File: src/rtl/seq_divide.sv
// Iterative radix-2 restoring divider with a start/busy/done handshake.
// Divide-by-zero and signed overflow take a one-cycle fast path.
module seq_divide #(
  parameter int WIDTH = 64
) (
  input  logic             clk,
  input  logic             rst,
  input  logic             start,
  input  logic [WIDTH-1:0] in1,
  input  logic [WIDTH-1:0] in2,
  input  logic [1:0]       flag,
  output logic             busy,
  output logic             done,
  output logic [WIDTH-1:0] out,
  output logic             div_by_zero
);
  localparam int CNT_W = $clog2(WIDTH + 1);
  localparam logic [1:0] S_IDLE = 2'd0;
  localparam logic [1:0] S_BUSY = 2'd1;
  localparam logic [1:0] S_FIN  = 2'd2;
  localparam logic [WIDTH-1:0] MIN_NEG = {1'b1, {(WIDTH-1){1'b0}}};
  localparam logic [CNT_W-1:0] LAST    = CNT_W'(WIDTH - 1);

  logic [1:0]       state_q, state_d;
  logic [CNT_W-1:0] cnt_q, cnt_d;
  logic [WIDTH-1:0] rem_q, rem_d;
  logic [WIDTH-1:0] quo_q, quo_d;
  logic [WIDTH-1:0] dvs_q, dvs_d;
  logic [1:0]       flag_q, flag_d;
  logic             qneg_q, qneg_d, rneg_q, rneg_d, dz_q, dz_d;
  logic [WIDTH-1:0] out_q, out_d;
  logic             dbz_q, dbz_d, done_q, done_d;

  logic             a_neg, b_neg, res_neg;
  logic [WIDTH-1:0] mag1, mag2, res;
  logic [WIDTH:0]   trial, diff;

  assign a_neg = flag[0] & in1[WIDTH-1];
  assign b_neg = flag[0] & in2[WIDTH-1];
  assign mag1  = a_neg ? -in1 : in1;
  assign mag2  = b_neg ? -in2 : in2;

  // The quotient register doubles as the dividend shifter: its MSB feeds the
  // partial remainder while the new quotient bit enters at the LSB.
  // A clear top bit of diff means no borrow, i.e. trial >= divisor.
  assign trial = {rem_q, quo_q[WIDTH-1]};
  assign diff  = trial - {1'b0, dvs_q};

  assign res_neg = flag_q[1] ? rneg_q : qneg_q;
  assign res     = flag_q[1] ? rem_q : quo_q;

  always_comb begin
    state_d = state_q;
    cnt_d   = cnt_q;
    rem_d   = rem_q;
    quo_d   = quo_q;
    dvs_d   = dvs_q;
    flag_d  = flag_q;
    qneg_d  = qneg_q;
    rneg_d  = rneg_q;
    dz_d    = dz_q;
    out_d   = out_q;
    dbz_d   = dbz_q;
    done_d  = 1'b0;
    case (state_q)
      S_IDLE: begin
        if (start) begin
          flag_d = flag;
          qneg_d = a_neg ^ b_neg;
          rneg_d = a_neg;
          dz_d   = (in2 == '0);
          cnt_d  = '0;
          dvs_d  = mag2;
          if (in2 == '0) begin
            quo_d   = '1;
            rem_d   = in1;
            qneg_d  = 1'b0;
            rneg_d  = 1'b0;
            state_d = S_FIN;
          end else if (flag[0] && in1 == MIN_NEG && in2 == '1) begin
            quo_d   = MIN_NEG;
            rem_d   = '0;
            qneg_d  = 1'b0;
            rneg_d  = 1'b0;
            state_d = S_FIN;
          end else begin
            quo_d   = mag1;
            rem_d   = '0;
            state_d = S_BUSY;
          end
        end
      end
      S_BUSY: begin
        rem_d = diff[WIDTH] ? trial[WIDTH-1:0] : diff[WIDTH-1:0];
        quo_d = {quo_q[WIDTH-2:0], ~diff[WIDTH]};
        cnt_d = cnt_q + 1'b1;
        if (cnt_q == LAST) state_d = S_FIN;
      end
      S_FIN: begin
        out_d   = res_neg ? -res : res;
        dbz_d   = dz_q;
        done_d  = 1'b1;
        state_d = S_IDLE;
      end
      default: state_d = S_IDLE;
    endcase
  end

  always_ff @(posedge clk or posedge rst) begin
    if (rst) begin
      state_q <= S_IDLE;
      cnt_q   <= '0;
      rem_q   <= '0;
      quo_q   <= '0;
      dvs_q   <= '0;
      flag_q  <= '0;
      qneg_q  <= 1'b0;
      rneg_q  <= 1'b0;
      dz_q    <= 1'b0;
      out_q   <= '0;
      dbz_q   <= 1'b0;
      done_q  <= 1'b0;
    end else begin
      state_q <= state_d;
      cnt_q   <= cnt_d;
      rem_q   <= rem_d;
      quo_q   <= quo_d;
      dvs_q   <= dvs_d;
      flag_q  <= flag_d;
      qneg_q  <= qneg_d;
      rneg_q  <= rneg_d;
      dz_q    <= dz_d;
      out_q   <= out_d;
      dbz_q   <= dbz_d;
      done_q  <= done_d;
    end
  end

  assign busy        = (state_q != S_IDLE);
  assign done        = done_q;
  assign out         = out_q;
  assign div_by_zero = dbz_q;
endmodule

File: config.mk
export PLATFORM = sky130hd
export DESIGN_NAME = seq_divide
export DESIGN_NICKNAME = d
export VERILOG_FILES = /design/src/rtl/seq_divide.sv
export SDC_FILE = /design/constraint.sdc
export NUM_CORES = 1
export LEC_CHECK = 0
export CAP_MARGIN = 25
export CORE_MARGIN = 2
export CORE_UTILIZATION = 29
export CTS_BUF_LIST = sky130_fd_sc_hd__clkbuf_4 sky130_fd_sc_hd__clkbuf_8 sky130_fd_sc_hd__clkbuf_16
export DETAILED_ROUTE_END_ITERATION = 6
export GPL_ROUTABILITY_DRIVEN = 0
export GPL_TIMING_DRIVEN = 0
export PLACE_DENSITY_LB_ADDON = 0.15
export SYNTH_ARGS = -nofsm -noshare
export SYNTH_HDL_FRONTEND = slang
export SYNTH_SLANG_ARGS = --single-unit
export TNS_END_PERCENT = 30
File: constraint.sdc
create_clock -name clk -period 12.3 [get_ports clk]
set_input_delay 1.845 -clock clk [delete_from_list [all_inputs] [get_ports clk]]
set_output_delay 1.845 -clock clk [all_outputs]
set_load 0.02 [all_outputs]
---- Yosys cells after proc, flatten, opt, wreduce, memory -nomap -nowiden ----
Cells that the tools add are included.
cells by class
  $add $sub $neg .......................... 5
  equality and inequality tests ........... 7
  mux-type cells .......................... 25
  bitwise logic cells ..................... 4
  reduce and logical (&&, ||, !) cells .... 9
operators by type and width
  cell                  number
  $mux 64               10
  $pmux 64 s2           2
  $neg 64->64           3
  $eq 64x64->1 const B  2
  $sub 65x64->65        1
  $logic_not 64->1      1
  $pmux 7 s2            1
  $mux 2                4
  $add 7x1->7 const B   1
  $eq 7x6->1 const B    1
  $mux 7                1
  $mux 1                6
  $reduce_and 2->1      3
  $ne 2x2->1 const B    2
  $pmux 2 s2            1
  $reduce_bool 2->1     2
  $and 1x1->1           2
  $eq 2x1->1 const B    1
  $eq 2x2->1 const B    1
  $logic_and 1x1->1     2
  $logic_not 2->1       1
  $not 1->1             1
  $xor 1x1->1           1
storage, ports and cells
  flip-flop bits (word level) ............. 272
  bits of input ports ..................... 133
  output and inout bits ................... 67

---- Longest topological paths before layout ----
  depth after elaboration ................. 7
  gate-level depth with buffers ........... 17
  mapped depth without buffers ............ 13

---- Worst setup path before layout ----
OpenSTA, ideal clock, no wires.
  path kind ............................... input port to flip-flop
  from .................................... input port in2[2]
  to ...................................... register dvs_q[61]
  arrival time ............................ 4.641 ns
  required time ........................... 12.169 ns
  setup slack ............................. 7.528 ns
  stages on the path ...................... 11
  path through ............................ or4_4 > or4_4 > nor3_2 > and2_4 > and3_1 > buf_6 > nand3_4 > or4_4 > o41ai_4 > xor2_1 > o21ai_1
between the ends
  word-level cells in the longest chain between the ends .. 2
ends and longest elaborated chain
  element               RTL line  text
  start, declared       10        input logic [WIDTH-1:0] in2,
  $neg 64->64           41        assign mag2 = b_neg ? -in2 : in2;
  $mux 64               41
  end signal, assigned  128       dvs_q <= dvs_d;
  end, declared         28        logic [WIDTH-1:0] dvs_q, dvs_d;
Every way passes these cells.
A chain may end at the register's enable or synchronous reset.

---- Final worst setup path ----
  from .................................... input port in1[24]
  to ...................................... register quo_q[0]
between the ends
  word-level cells in the longest chain between the ends .. 7
ends and longest elaborated chain
  element                          RTL line  text
  start, declared                  9         input logic [WIDTH-1:0] in1,
  $eq 64x64->1                     80        end else if (flag[0] && in1 == MIN_NEG && in2 == '1) begin
  $logic_and 1x1->1 (2 in series)  80
  $mux 64                          80
  $mux 64                          74        if (in2 == '0) begin
  $mux 64                          67        if (start) begin
  $pmux 64 s2                      65        case (state_q)
  end signal, assigned             127       quo_q <= quo_d;
  end, declared                    27        logic [WIDTH-1:0] quo_q, quo_d;
Every way passes these cells. The select of a mux whose other input is x is not followed.

==> results_dict.tcl <==
set metrics [dict create \
    htreeDepth 2 \
    cp_data_required_time_ns 12.72 \
    tightest_slew_ns 1.10 \
    power_density_mw_per_mm2 212 \
    portBuffers 198 \
    drv_cap 0 \
    vdd_ir_drop_max_mv 0.118 \
    die_x_um 272 \
    via_per_inst 5.35 \
    cts_resized 0 \
    grt_antenna_before_repair 0 \
    post_drt_wl_per_cell_um 22.7 \
    post-place-ws_ns 5.74 \
    initial_core_util 0.292 \
    synth_flop_cell "dfrtp_1" \
    clockRootBuffer "clkbuf_16" \
    first_pass_iters 6 \
    synth_seq_cells 271 \
    ys_seq_area_frac 0.326 \
    rsz0062_at_grt "no" \
    core_area_mm2 0.0714 \
    worst_ep_arrival_time_ns 6.57 \
    synth_cell_types 78 \
    fin_worst_skew_ns 0.0164 \
    synth_nets 2858 \
    syn-cell-area_mm2 0.0208 \
    status "complete, no violations" \
    clock_path_buffers 3 \
    fmax_ghz 0.162 \
    start_kind "input pin" \
    path_clk_slew_ns 0.06 \
    fin_ws_ns 6.14 \
    cts_tree "done" \
    hold_ws_ns 0.476 \
    final.setup.tns_ns 0 \
    min_path_type "reg2reg" \
    async_flop_share 1.00 \
    num_io_pins 200 \
    grt_pass1_vias 20300 \
    ys.warnings.count 0 \
    wl_um 87700 \
    setup_viol 0 \
    relSlewSlack 0.245 \
    worstPathMaxFanout 10 \
    grt_overflow 0 \
    fillers 7598 \
    grt_usage 0.232 \
    synth-edff-count 0 \
    fin_nets 3097 \
    min_period_ns 6.16 \
    routed-via-count 20700 \
    postRouteAntennaNets 0 \
    cts_sinks 271 \
    clk_latency_ns 0.55 \
    drtIter0Drc 2146 \
    drc 0 \
    critPathKind "in2reg" \
    cts_made_buffers 34 \
    end_kind "register" \
    grt_max_degree 113 \
    fin_crit_sh 0.500 \
    post_cts_buffers 0 \
    hold_viol_final 0 \
    drv_slew 0 \
    p_leak_nw 9.80 \
    dp_hpwl_um 71800 \
    syn_avg_cell_area_um2 7.85 \
    area_growth_pct 21.4 \
    syn_inst 2655 \
    cts_hold_buf 0 \
    diodes 0 \
    die-area_mm2 0.0740 \
    die_y_um 272 \
    layout-drive-gt1-share 0.0493 \
    std_cell_rows 98 \
    grt_pass1_wl_um 130000 \
]
[flip-flops by register name, summed over array words and instances (netlist names), 2 cells and up]
register and count:
out 64, dvs_q 64, state_q 2, rem_q 64, cnt_q 7, quo_q 64
[metal layers]
layer  routed length [µm]  global-route usage  vias up
met5                    0                   0        -
met4                 3810              0.0983        0
met3                 5460              0.0289      168
met2                39500               0.374      822
met1                38900               0.314     9754
li1                     -                   -     9937
[power by group]
group / switching, mW / total [mW] / leakage (nW) / internal (mW)
combinational: 1.64 / 2.78 / 5.70 / 1.14
sequential: 0.388 / 1.49 / 3.49 / 1.10
clock: 0.411 / 1.08 / 0.600 / 0.670
total: 2.44 / 5.35 / 9.80 / 2.92
[placed cells by master, fill, tap and decap left out, drive strengths merged, types with 34 or more instances in the layout]
cell type | synthesis | final
o31ai | 36 | 36
inv | 101 | 103
xor2 | 98 | 98
mux2i | 71 | 71
dfrtp | 271 | 271
ha | 69 | 69
and3 | 34 | 34
nand2 | 342 | 342
nand4 | 40 | 40
nor2 | 218 | 218
a31oi | 41 | 41
nor3 | 81 | 81
clkdlybuf4s50 | 0 | 198
a21oi | 201 | 201
nand3 | 40 | 40
o21ai | 353 | 353
xnor2 | 144 | 144
a21o | 34 | 34
clkbuf | 134 | 181
o22ai | 35 | 35
[synth_stat cells (all sizes together), types with 20 or more instances]
cell    number  area, µm²
clkbuf     134        503
dfrtp      271       6780
nor2       218        821
a21o        34        255
ha          69        863
o21ai      353       1770
inv        101        379
buf         24        141
nor2b       20        125
nand3       40        218
xor2        98        866
o22ai       35        219
o31ai       36        280
mux2i       71        711
nand4       40        250
mux2        22        248
nor4        24        186
nand2      342       1280
and3        34        213
a31oi       41        257
a21oi      201       1010
xnor2      144       1260
nor3        81        415
[layout make-up]
| cell class | count | area, µm² | share of cell area |
|---|---|---|---|
| multi-input cells | 2125 | 13000 | 0.515 |
| inverters | 101 | 387 | 0.0153 |
| flip-flops and latches | 271 | 6780 | 0.268 |
| plain buffers | 158 | 644 | 0.0255 |
| clock buffers | 47 | 991 | 0.0392 |
| repair buffers | 203 | 2070 | 0.0819 |
| well taps | 950 | 1190 | 0.0470 |
| clock inverters | 13 | 198 | 0.00782 |
[final timing paths]
check                      startpoint        end  slack, ns  cells after the start
min reg2reg                 dvs_q[30]  dvs_q[30]       0.48                      2
max in group asynchronous         rst     qneg_q       9.19                      4
max reg2reg                 quo_q[63]   rem_q[0]       6.70                     14
max                           in1[24]   quo_q[0]       6.14                     10
min in group asynchronous         rst     out[5]       1.74                      2
min                         dvs_q[30]  dvs_q[30]       0.48                      2
[per-stage QoR]
step	instances	power (mW)	util	instance area (µm²)
after floorplan	2655	3.31	-	20800
after global placement	3803	4.17	0.336	24000
after detailed placement	3807	4.21	0.338	24100
after CTS	3867	5.31	0.354	25300
after global routing	3868	5.71	0.354	25300
final	3868	5.35	0.354	25300
[worst max-delay path, cell delays in order]
cell             delay [ns]
clkdlybuf4s50_1        0.61
or4_4                  0.65
or4_4                  0.45
nor4_1                 0.76
nand4_1                0.42
nor3_2                 0.65
clkbuf_1               0.41
o21ai_0                0.13
a21oi_1                0.53
o21ai_1                0.10
[logic make-up (layout without fill, tap and decap cells)]
family | Yosys count | after routing | share of synthesized area
simple gates | 900 | 900 | 0.203
buf+inv | 259 | 522 | 0.0491
mux | 93 | 93 | 0.0460
compound gates | 820 | 820 | 0.231
flops | 271 | 271 | 0.326
fa+ha+maj | 70 | 70 | 0.0424
xor+xnor | 242 | 242 | 0.102
Note: power is estimated with default switching activity, not from simulation.
